`src/rtl/if_id_reg_pkg.sv`:
```
// Shared definitions for the IF/ID pipeline register: default bubble
// instruction, register-field positions and the next-state selector.
package if_id_reg_pkg;

    // sll $0,$0,0 -- the canonical MIPS no-op used for bubbles
    localparam logic [31:0] NOP_INSTR_DEFAULT = 32'h0000_0000;

    // Source register fields of an R/I-type instruction word
    localparam int RS_MSB = 25;
    localparam int RS_LSB = 21;
    localparam int RT_MSB = 20;
    localparam int RT_LSB = 16;

    localparam int REG_ADDR_W  = 5;
    localparam int EXC_CAUSE_W = 3;

    typedef logic [REG_ADDR_W-1:0] reg_addr_t;

    // How the pipeline register is updated when not in reset
    typedef enum logic [1:0] {
        UPD_LOAD  = 2'd0,
        UPD_HOLD  = 2'd1,
        UPD_FLUSH = 2'd2
    } upd_sel_e;

    function automatic reg_addr_t field_rs(input logic [31:0] instr);
        return instr[RS_MSB:RS_LSB];
    endfunction

    function automatic reg_addr_t field_rt(input logic [31:0] instr);
        return instr[RT_MSB:RT_LSB];
    endfunction

endpackage

```
`src/rtl/if_id_reg_if.sv`:
```
// Bundle of fetch-side inputs, hazard inputs and IF/ID outputs.
// master: the fetch/hazard side driving the register; slave: the register.
interface if_id_reg_if #(
    parameter int PC_WIDTH  = 6,
    parameter int CNT_WIDTH = 8
) ();
    logic [PC_WIDTH-1:0]                   PCnext_in;
    logic [31:0]                           Instruction_in;
    logic                                  Branch;
    logic                                  Zero;
    logic [if_id_reg_pkg::EXC_CAUSE_W-1:0] ExceptionCause;
    logic                                  ExtStall;
    logic                                  IDEX_MemRead;
    if_id_reg_pkg::reg_addr_t              IDEX_Rt;

    logic                                  PCWrite;
    logic [PC_WIDTH-1:0]                   PCnext_out;
    logic [31:0]                           Instruction_out;
    logic                                  Valid_out;
    if_id_reg_pkg::reg_addr_t              Rs;
    if_id_reg_pkg::reg_addr_t              Rt;
    logic                                  Bubble;
    logic [CNT_WIDTH-1:0]                  StallCount;

    modport master (
        output PCnext_in, Instruction_in, Branch, Zero, ExceptionCause,
               ExtStall, IDEX_MemRead, IDEX_Rt,
        input  PCWrite, PCnext_out, Instruction_out, Valid_out, Rs, Rt,
               Bubble, StallCount
    );

    modport slave (
        input  PCnext_in, Instruction_in, Branch, Zero, ExceptionCause,
               ExtStall, IDEX_MemRead, IDEX_Rt,
        output PCWrite, PCnext_out, Instruction_out, Valid_out, Rs, Rt,
               Bubble, StallCount
    );
endinterface

```
`src/rtl/if_id_reg_hazard_unit.sv`:
```
// Load-use hazard detection for the IF/ID stage. Only present when
// IFID_HAZARD_DETECT_EN is defined.
`ifdef IFID_HAZARD_DETECT_EN
module if_id_reg_hazard_unit
    import if_id_reg_pkg::*;
(
    input  logic      mem_read_i,
    input  reg_addr_t idex_rt_i,
    input  logic      valid_i,
    input  reg_addr_t rs_i,
    input  reg_addr_t rt_i,
    input  logic      ext_stall_i,
    input  logic      flush_i,
    output logic      load_use_o,
    output logic      stall_o,
    output logic      bubble_o,
    output logic      pc_write_o
);

    // Stall when the load in ID/EX writes a register the ID instruction reads;
    // $0 and bubbles never hazard, and a redirect always frees the PC.
    always_comb begin
        load_use_o = mem_read_i && valid_i && (idex_rt_i != '0) &&
                     ((idex_rt_i == rs_i) || (idex_rt_i == rt_i));
        stall_o    = load_use_o || ext_stall_i;
        pc_write_o = !stall_o || flush_i;
        bubble_o   = load_use_o && !flush_i;
    end

endmodule
`endif

```
`src/rtl/if_id_reg.sv`:
```
// IF/ID pipeline register: captures fetched instruction and PC+4, holds on
// stall, inserts a NOP bubble on branch/exception redirect.
// Optional feature macro: IFID_HAZARD_DETECT_EN (load-use detection and
// stall performance counter); without it only ExtStall can stall.
module if_id_reg
    import if_id_reg_pkg::*;
#(
    parameter int          PC_WIDTH  = 6,
    parameter logic [31:0] NOP_INSTR = NOP_INSTR_DEFAULT,
    parameter int          CNT_WIDTH = 8
) (
    input logic        clk,
    input logic        rst,
    if_id_reg_if.slave bus
);

    logic [31:0]         instr_q, instr_d;
    logic [PC_WIDTH-1:0] pc_q, pc_d;
    logic                valid_q, valid_d;
    logic                flush;
    logic                stall;
    logic                bubble;
    logic                pc_write;
    reg_addr_t           rs_s;
    reg_addr_t           rt_s;
    upd_sel_e            upd_sel;

    // Register-field views of the held instruction
    always_comb begin
        rs_s = field_rs(instr_q);
        rt_s = field_rt(instr_q);
    end

    // Redirect: taken branch or any nonzero exception cause
    always_comb begin
        flush = (bus.Branch && bus.Zero) || (bus.ExceptionCause != '0);
    end

`ifdef IFID_HAZARD_DETECT_EN
    logic                 load_use;
    logic [CNT_WIDTH-1:0] cnt_q, cnt_d;

    if_id_reg_hazard_unit u_hazard (
        .mem_read_i  (bus.IDEX_MemRead),
        .idex_rt_i   (bus.IDEX_Rt),
        .valid_i     (valid_q),
        .rs_i        (rs_s),
        .rt_i        (rt_s),
        .ext_stall_i (bus.ExtStall),
        .flush_i     (flush),
        .load_use_o  (load_use),
        .stall_o     (stall),
        .bubble_o    (bubble),
        .pc_write_o  (pc_write)
    );

    // Saturating count of load-use stall cycles (counts even under flush)
    always_comb begin
        cnt_d = cnt_q;
        if (load_use && (cnt_q != '1)) begin
            cnt_d = cnt_q + CNT_WIDTH'(1);
        end
    end

    // Stall counter register
    always_ff @(posedge clk) begin
        if (rst) begin
            cnt_q <= '0;
        end else begin
            cnt_q <= cnt_d;
        end
    end

    assign bus.StallCount = cnt_q;
`else
    logic unused_hazard_inputs;
    assign unused_hazard_inputs = ^{bus.IDEX_MemRead, bus.IDEX_Rt};

    // Without hazard detection only an external freeze can stall
    always_comb begin
        stall    = bus.ExtStall;
        pc_write = !stall || flush;
        bubble   = 1'b0;
    end

    assign bus.StallCount = '0;
`endif

    // Update priority below reset: flush, then stall, then load
    always_comb begin
        upd_sel = UPD_LOAD;
        if (flush) begin
            upd_sel = UPD_FLUSH;
        end else if (stall) begin
            upd_sel = UPD_HOLD;
        end
    end

    // Next-state of the pipeline register
    always_comb begin
        instr_d = instr_q;
        pc_d    = pc_q;
        valid_d = valid_q;
        case (upd_sel)
            UPD_FLUSH: begin
                instr_d = NOP_INSTR;
                pc_d    = '0;
                valid_d = 1'b0;
            end
            UPD_HOLD: begin
                instr_d = instr_q;
                pc_d    = pc_q;
                valid_d = valid_q;
            end
            default: begin
                instr_d = bus.Instruction_in;
                pc_d    = bus.PCnext_in;
                valid_d = 1'b1;
            end
        endcase
    end

    // Pipeline register with synchronous reset to a bubble
    always_ff @(posedge clk) begin
        if (rst) begin
            instr_q <= NOP_INSTR;
            pc_q    <= '0;
            valid_q <= 1'b0;
        end else begin
            instr_q <= instr_d;
            pc_q    <= pc_d;
            valid_q <= valid_d;
        end
    end

    assign bus.Instruction_out = instr_q;
    assign bus.PCnext_out      = pc_q;
    assign bus.Valid_out       = valid_q;
    assign bus.Rs              = rs_s;
    assign bus.Rt              = rt_s;
    assign bus.PCWrite         = pc_write;
    assign bus.Bubble          = bubble;

endmodule

```
`src/flat_wrapper.sv`:
```
// flat-port wrapper written by rule: the top's interface ports become plain ports
module if_id_reg_flat import if_id_reg_pkg::*;
#(
    parameter int          PC_WIDTH  = 6,
    parameter logic [31:0] NOP_INSTR = NOP_INSTR_DEFAULT,
    parameter int          CNT_WIDTH = 8
)
  (clk, rst, bus_PCnext_in, bus_Instruction_in, bus_Branch, bus_Zero, bus_ExceptionCause, bus_ExtStall, bus_IDEX_MemRead, bus_IDEX_Rt, bus_PCWrite, bus_PCnext_out, bus_Instruction_out, bus_Valid_out, bus_Rs, bus_Rt, bus_Bubble, bus_StallCount);
  if_id_reg_if #(.PC_WIDTH(PC_WIDTH), .CNT_WIDTH(CNT_WIDTH)) bus_i ();
  input logic clk;
  input logic rst;
  input wire logic [$bits(bus_i.PCnext_in)-1:0] bus_PCnext_in;
  input wire logic [$bits(bus_i.Instruction_in)-1:0] bus_Instruction_in;
  input wire logic [$bits(bus_i.Branch)-1:0] bus_Branch;
  input wire logic [$bits(bus_i.Zero)-1:0] bus_Zero;
  input wire logic [$bits(bus_i.ExceptionCause)-1:0] bus_ExceptionCause;
  input wire logic [$bits(bus_i.ExtStall)-1:0] bus_ExtStall;
  input wire logic [$bits(bus_i.IDEX_MemRead)-1:0] bus_IDEX_MemRead;
  input wire logic [$bits(bus_i.IDEX_Rt)-1:0] bus_IDEX_Rt;
  output wire logic [$bits(bus_i.PCWrite)-1:0] bus_PCWrite;
  output wire logic [$bits(bus_i.PCnext_out)-1:0] bus_PCnext_out;
  output wire logic [$bits(bus_i.Instruction_out)-1:0] bus_Instruction_out;
  output wire logic [$bits(bus_i.Valid_out)-1:0] bus_Valid_out;
  output wire logic [$bits(bus_i.Rs)-1:0] bus_Rs;
  output wire logic [$bits(bus_i.Rt)-1:0] bus_Rt;
  output wire logic [$bits(bus_i.Bubble)-1:0] bus_Bubble;
  output wire logic [$bits(bus_i.StallCount)-1:0] bus_StallCount;
  assign bus_i.PCnext_in = bus_PCnext_in;
  assign bus_i.Instruction_in = bus_Instruction_in;
  assign bus_i.Branch = bus_Branch;
  assign bus_i.Zero = bus_Zero;
  assign bus_i.ExceptionCause = bus_ExceptionCause;
  assign bus_i.ExtStall = bus_ExtStall;
  assign bus_i.IDEX_MemRead = bus_IDEX_MemRead;
  assign bus_i.IDEX_Rt = bus_IDEX_Rt;
  assign bus_PCWrite = bus_i.PCWrite;
  assign bus_PCnext_out = bus_i.PCnext_out;
  assign bus_Instruction_out = bus_i.Instruction_out;
  assign bus_Valid_out = bus_i.Valid_out;
  assign bus_Rs = bus_i.Rs;
  assign bus_Rt = bus_i.Rt;
  assign bus_Bubble = bus_i.Bubble;
  assign bus_StallCount = bus_i.StallCount;
  if_id_reg #(.PC_WIDTH(PC_WIDTH), .NOP_INSTR(NOP_INSTR), .CNT_WIDTH(CNT_WIDTH)) u_core (.clk(clk), .rst(rst), .bus(bus_i));
endmodule
```
`config.mk`:
```
export PLATFORM = sky130hd
export DESIGN_NAME = if_id_reg_flat
export DESIGN_NICKNAME = d
export VERILOG_FILES = /design/src/rtl/if_id_reg_pkg.sv /design/src/rtl/if_id_reg_if.sv /design/src/rtl/if_id_reg_hazard_unit.sv /design/src/rtl/if_id_reg.sv /design/src/flat_wrapper.sv
export SDC_FILE = /design/constraint.sdc
export NUM_CORES = 1
export LEC_CHECK = 0
export ABC_CLOCK_PERIOD_IN_PS = 2400
export BUFFER_PORTS_ARGS = -buffer_cell sky130_fd_sc_hd__buf_2
export CORE_UTILIZATION = 39
export CTS_BUF_LIST = sky130_fd_sc_hd__clkbuf_4 sky130_fd_sc_hd__clkbuf_8 sky130_fd_sc_hd__clkbuf_16
export CTS_CLUSTER_SIZE = 30
export DETAILED_ROUTE_END_ITERATION = 7
export PLACE_DENSITY = 0.85
export SLEW_MARGIN = 20
export SYNTH_ARGS = -nofsm -noshare
export SYNTH_HDL_FRONTEND = slang
export SYNTH_SLANG_ARGS = --single-unit
```
`constraint.sdc`:
```
create_clock -name clk -period 2.4 [get_ports clk]
set_input_delay 0 -clock clk [delete_from_list [all_inputs] [get_ports clk]]
set_output_delay 0 -clock clk [all_outputs]
set_load 0.1 [all_outputs]
```
==> impl_metrics.toml <==
[status]
outcome = "complete, no violations"

[global_routing]
grt_pass1_vias = 1142
track_usage_pct = 14.6
grt_pass1_wl_um = 4890
overflow = 0
grt_max_degree = 40
grt_antenna_before_repair = 0

[floorplanning]
ios = 111
fp-row-count = 23
dieWidth_um = 66.4
die-height_um = 66.4
die_area_um2 = 4400
core-area_um2 = 4000
start_util_pct = 40.4

[drt]
drt-initial-drc-count = 24
vias_per_cell = 4.63
wirelength_um = 3270
remaining_drc_errors = 0
ant_nets = 0
wl_per_cell_um = 11.2
vias = 1346
first_pass_iters = 4

[pwr]
p_leak_nw = 1.13
p_sw_share_pct = 27.9
p_int_w = 0.000996
p_per_area_nw_per_um2 = 641
p_switching_w = 0.000386
pwr-share-comb_pct = 17.7
vdd.ir_drop.worst_mv = 0.352
clockPowerShare_pct = 34.9
sequentialPowerShare_pct = 47.4

[hold_path]
hold_end = "u_core.bus.Instruction_out[24]$_SDFFE_PP0P_"
hold_class = "in2reg"
holdPathStages = 3
min-delay-start = "bus_Instruction_in[24]"

[critical_path]
worst_r2r_startpoint = "u_core.bus.Instruction_out[10]$_SDFFE_PP0P_"
worst_path_max_delay_cell = "a2111o_1"
slowest_delay_ns = 0.61
path_max_fanout = 15
cp.arrival_ns = 1.31
start_kind = "input port"
cp_common_cell = "buf_2"
worst-endpoint-required_ns = 2.40
r2r_end = "u_core.bus.Instruction_out[10]$_SDFFE_PP0P_"
end_kind = "output pin"
reg2regPathDepth = 2
crit_type = "in2out"
path_cells = "buf_2 > a2111o_1 > or2_1 > buf_2"
r2r_slack_ns = 1.74

[cells_and_area]
area_growth_pct = 33.5
nFillCells = 363
fin_util_pct = 53.9
final_nets = 292
layout-drive-gt1-share_pct = 43.6
diodes = 0

[sta]
setup_tns_ns = 0
fmaxAchievable_ghz = 0.761
drv_slew = 0
min_period_ns = 1.31
setup_viol = 0
rsz0062_at_grt = "no"
fin_worst_skew_ns = 0
tightest_slew_ns = 0.754
post-route-period-util_pct = 54.8
hold_viol = 0
slew_headroom_pct = 49.7
whs_ns = 0.00275
fin_ws_ns = 1.09

[clocking]
clock_sinks = 39
htreeDepth = 2
root_buffer = "clkbuf_8"
cts_resized = 0
cts_tree = "done"
clk_pin_slew_ns = 0.07
numCtsBuffers = 5
cts_max_path_buffers = 2
clock_latency_ns = 0.28

[synthesis]
postSynthCellCount = 153
synth_top_cell_by_area = "dfxtp_1"
ys_seq_area_share_pct = 48.3
avgSynthCellArea_um2 = 10.6
yosysWarnings = 0
synthDistinctLibCells = 13
synth_top_cell_area_share_pct = 48.3
synth-seq-cells = 39
synthesis.area_um2 = 1620
ys_top_cells_by_area = "dfxtp_1, mux2i_1, nor3_1, buf_4, buf_6"

[place]
port_buffers = 95
gp_routability_congestion = 0.631
place_ws_ns = 1.03
dpl.hpwl_um = 2220

[job]
maxCapViolations = 0
cells in the mapped netlist, drive strengths merged:
| library cell | number |
|---|---|
| mux2i | 38 |
| or2 | 1 |
| inv | 1 |
| conb | 1 |
| nor3 | 39 |
| a2111o | 1 |
| dfxtp | 39 |
| buf | 29 |
| clkbuf | 3 |
| nor2b | 1 |
metrics by stage:
stage          instances  area [um^2]  total power, W
6_report             291         2160         0.00138
5_1_grt              291         2160         0.00144
4_1_cts              290         2150         0.00140
3_3_place_gp         276         1980        0.000904
2_1_floorplan        161         1650        0.000871
3_5_place_dp         276         1980        0.000907
power groups by stage:
stage	clock network, W	registers, W	logic [W]
after CTS	0.000500	0.000655	0.000244
after global placement	0	0.000670	0.000234
after floorplan	0	0.000712	0.000158
after detailed placement	0	0.000670	0.000237
after global routing	0.000524	0.000656	0.000259
final	0.000483	0.000655	0.000244
how the worst max path moves through the flow:
stage / startpoint / cells past startpoint / slack, ns / endpoint
2_1_floorplan: u_core.bus.Instruction_out[21]$_SDFFE_PP0P_ / 1 / 1.03 / bus_Rs[0]
3_3_place_gp: bus_Branch / 4 / 1.09 / u_core.bus.PCnext_out[5]$_SDFFE_PP0P_
3_5_place_dp: bus_Branch / 4 / 1.03 / u_core.bus.Instruction_out[1]$_SDFFE_PP0P_
4_1_cts: bus_Branch / 4 / 1.06 / bus_PCWrite
5_1_grt: bus_Branch / 4 / 1.02 / bus_PCWrite
6_report: bus_Branch / 4 / 1.09 / bus_PCWrite
final cells by class:
class | instances | area, um^2 | area share (%)
inverter | 1 | 3.75 | 0.174
tap | 50 | 62.6 | 2.90
timing repair buffer | 104 | 573 | 26.6
multi-input combinational | 89 | 633 | 29.4
clock buffer | 8 | 104 | 4.81
sequential | 39 | 781 | 36.2
cell families after synthesis:
logic type             Yosys count  share of synthesized area (%)
flip-flops                      39                           48.3
AND/OR/NAND/NOR                 41                           12.9
multiplexers                    38                           23.5
buffers and inverters           33                           14.3
AO/OA/AOI/OAI                    1                          0.697
other                            1                          0.232
layout by cell type, fill, tap and decap left out:
cell type and instances:
buf_2 95, nor3_1 39, dfxtp_1 39, mux2i_1 38, conb_1 9, clkbuf_8 7, dlygate4sd3_1 7, inv_1 1
a2111o_1 1, or2_1 1, nor2b_1 1, clkbuf_4 1, buf_4 1, buf_12 1
critical path, delay by kind of cell:
kind | cells | cell delay [ns]
buf+inv | 2 | 0.39
simple gates | 1 | 0.30
compound gates | 1 | 0.61
per-layer routing:
| metal | GRT usage [%] | share of wire (%) | up-vias |
|---|---|---|---|
| met2 | 26.4 | 51 | 49 |
| met1 | 16.1 | 44 | 619 |
| met4 | 6.38 | 0.43 | 0 |
| met3 | 3.62 | 5.0 | 2 |
| met5 | 0 | 0 | - |
| li1 | - | - | 676 |
registers in the layout, indices dropped and copies added (netlist names):
name,cells
u_core.bus.Valid_out,1
u_core.bus.PCnext_out,6
u_core.bus.Instruction_out,32
repair_timing:
action / 4_1_cts / 5_1_grt
hold buffers: 6 / 1
endpoints found under the hold margin: 6 / 1
buffers inserted: 0 / 0
(Power assumes the default switching activity.)
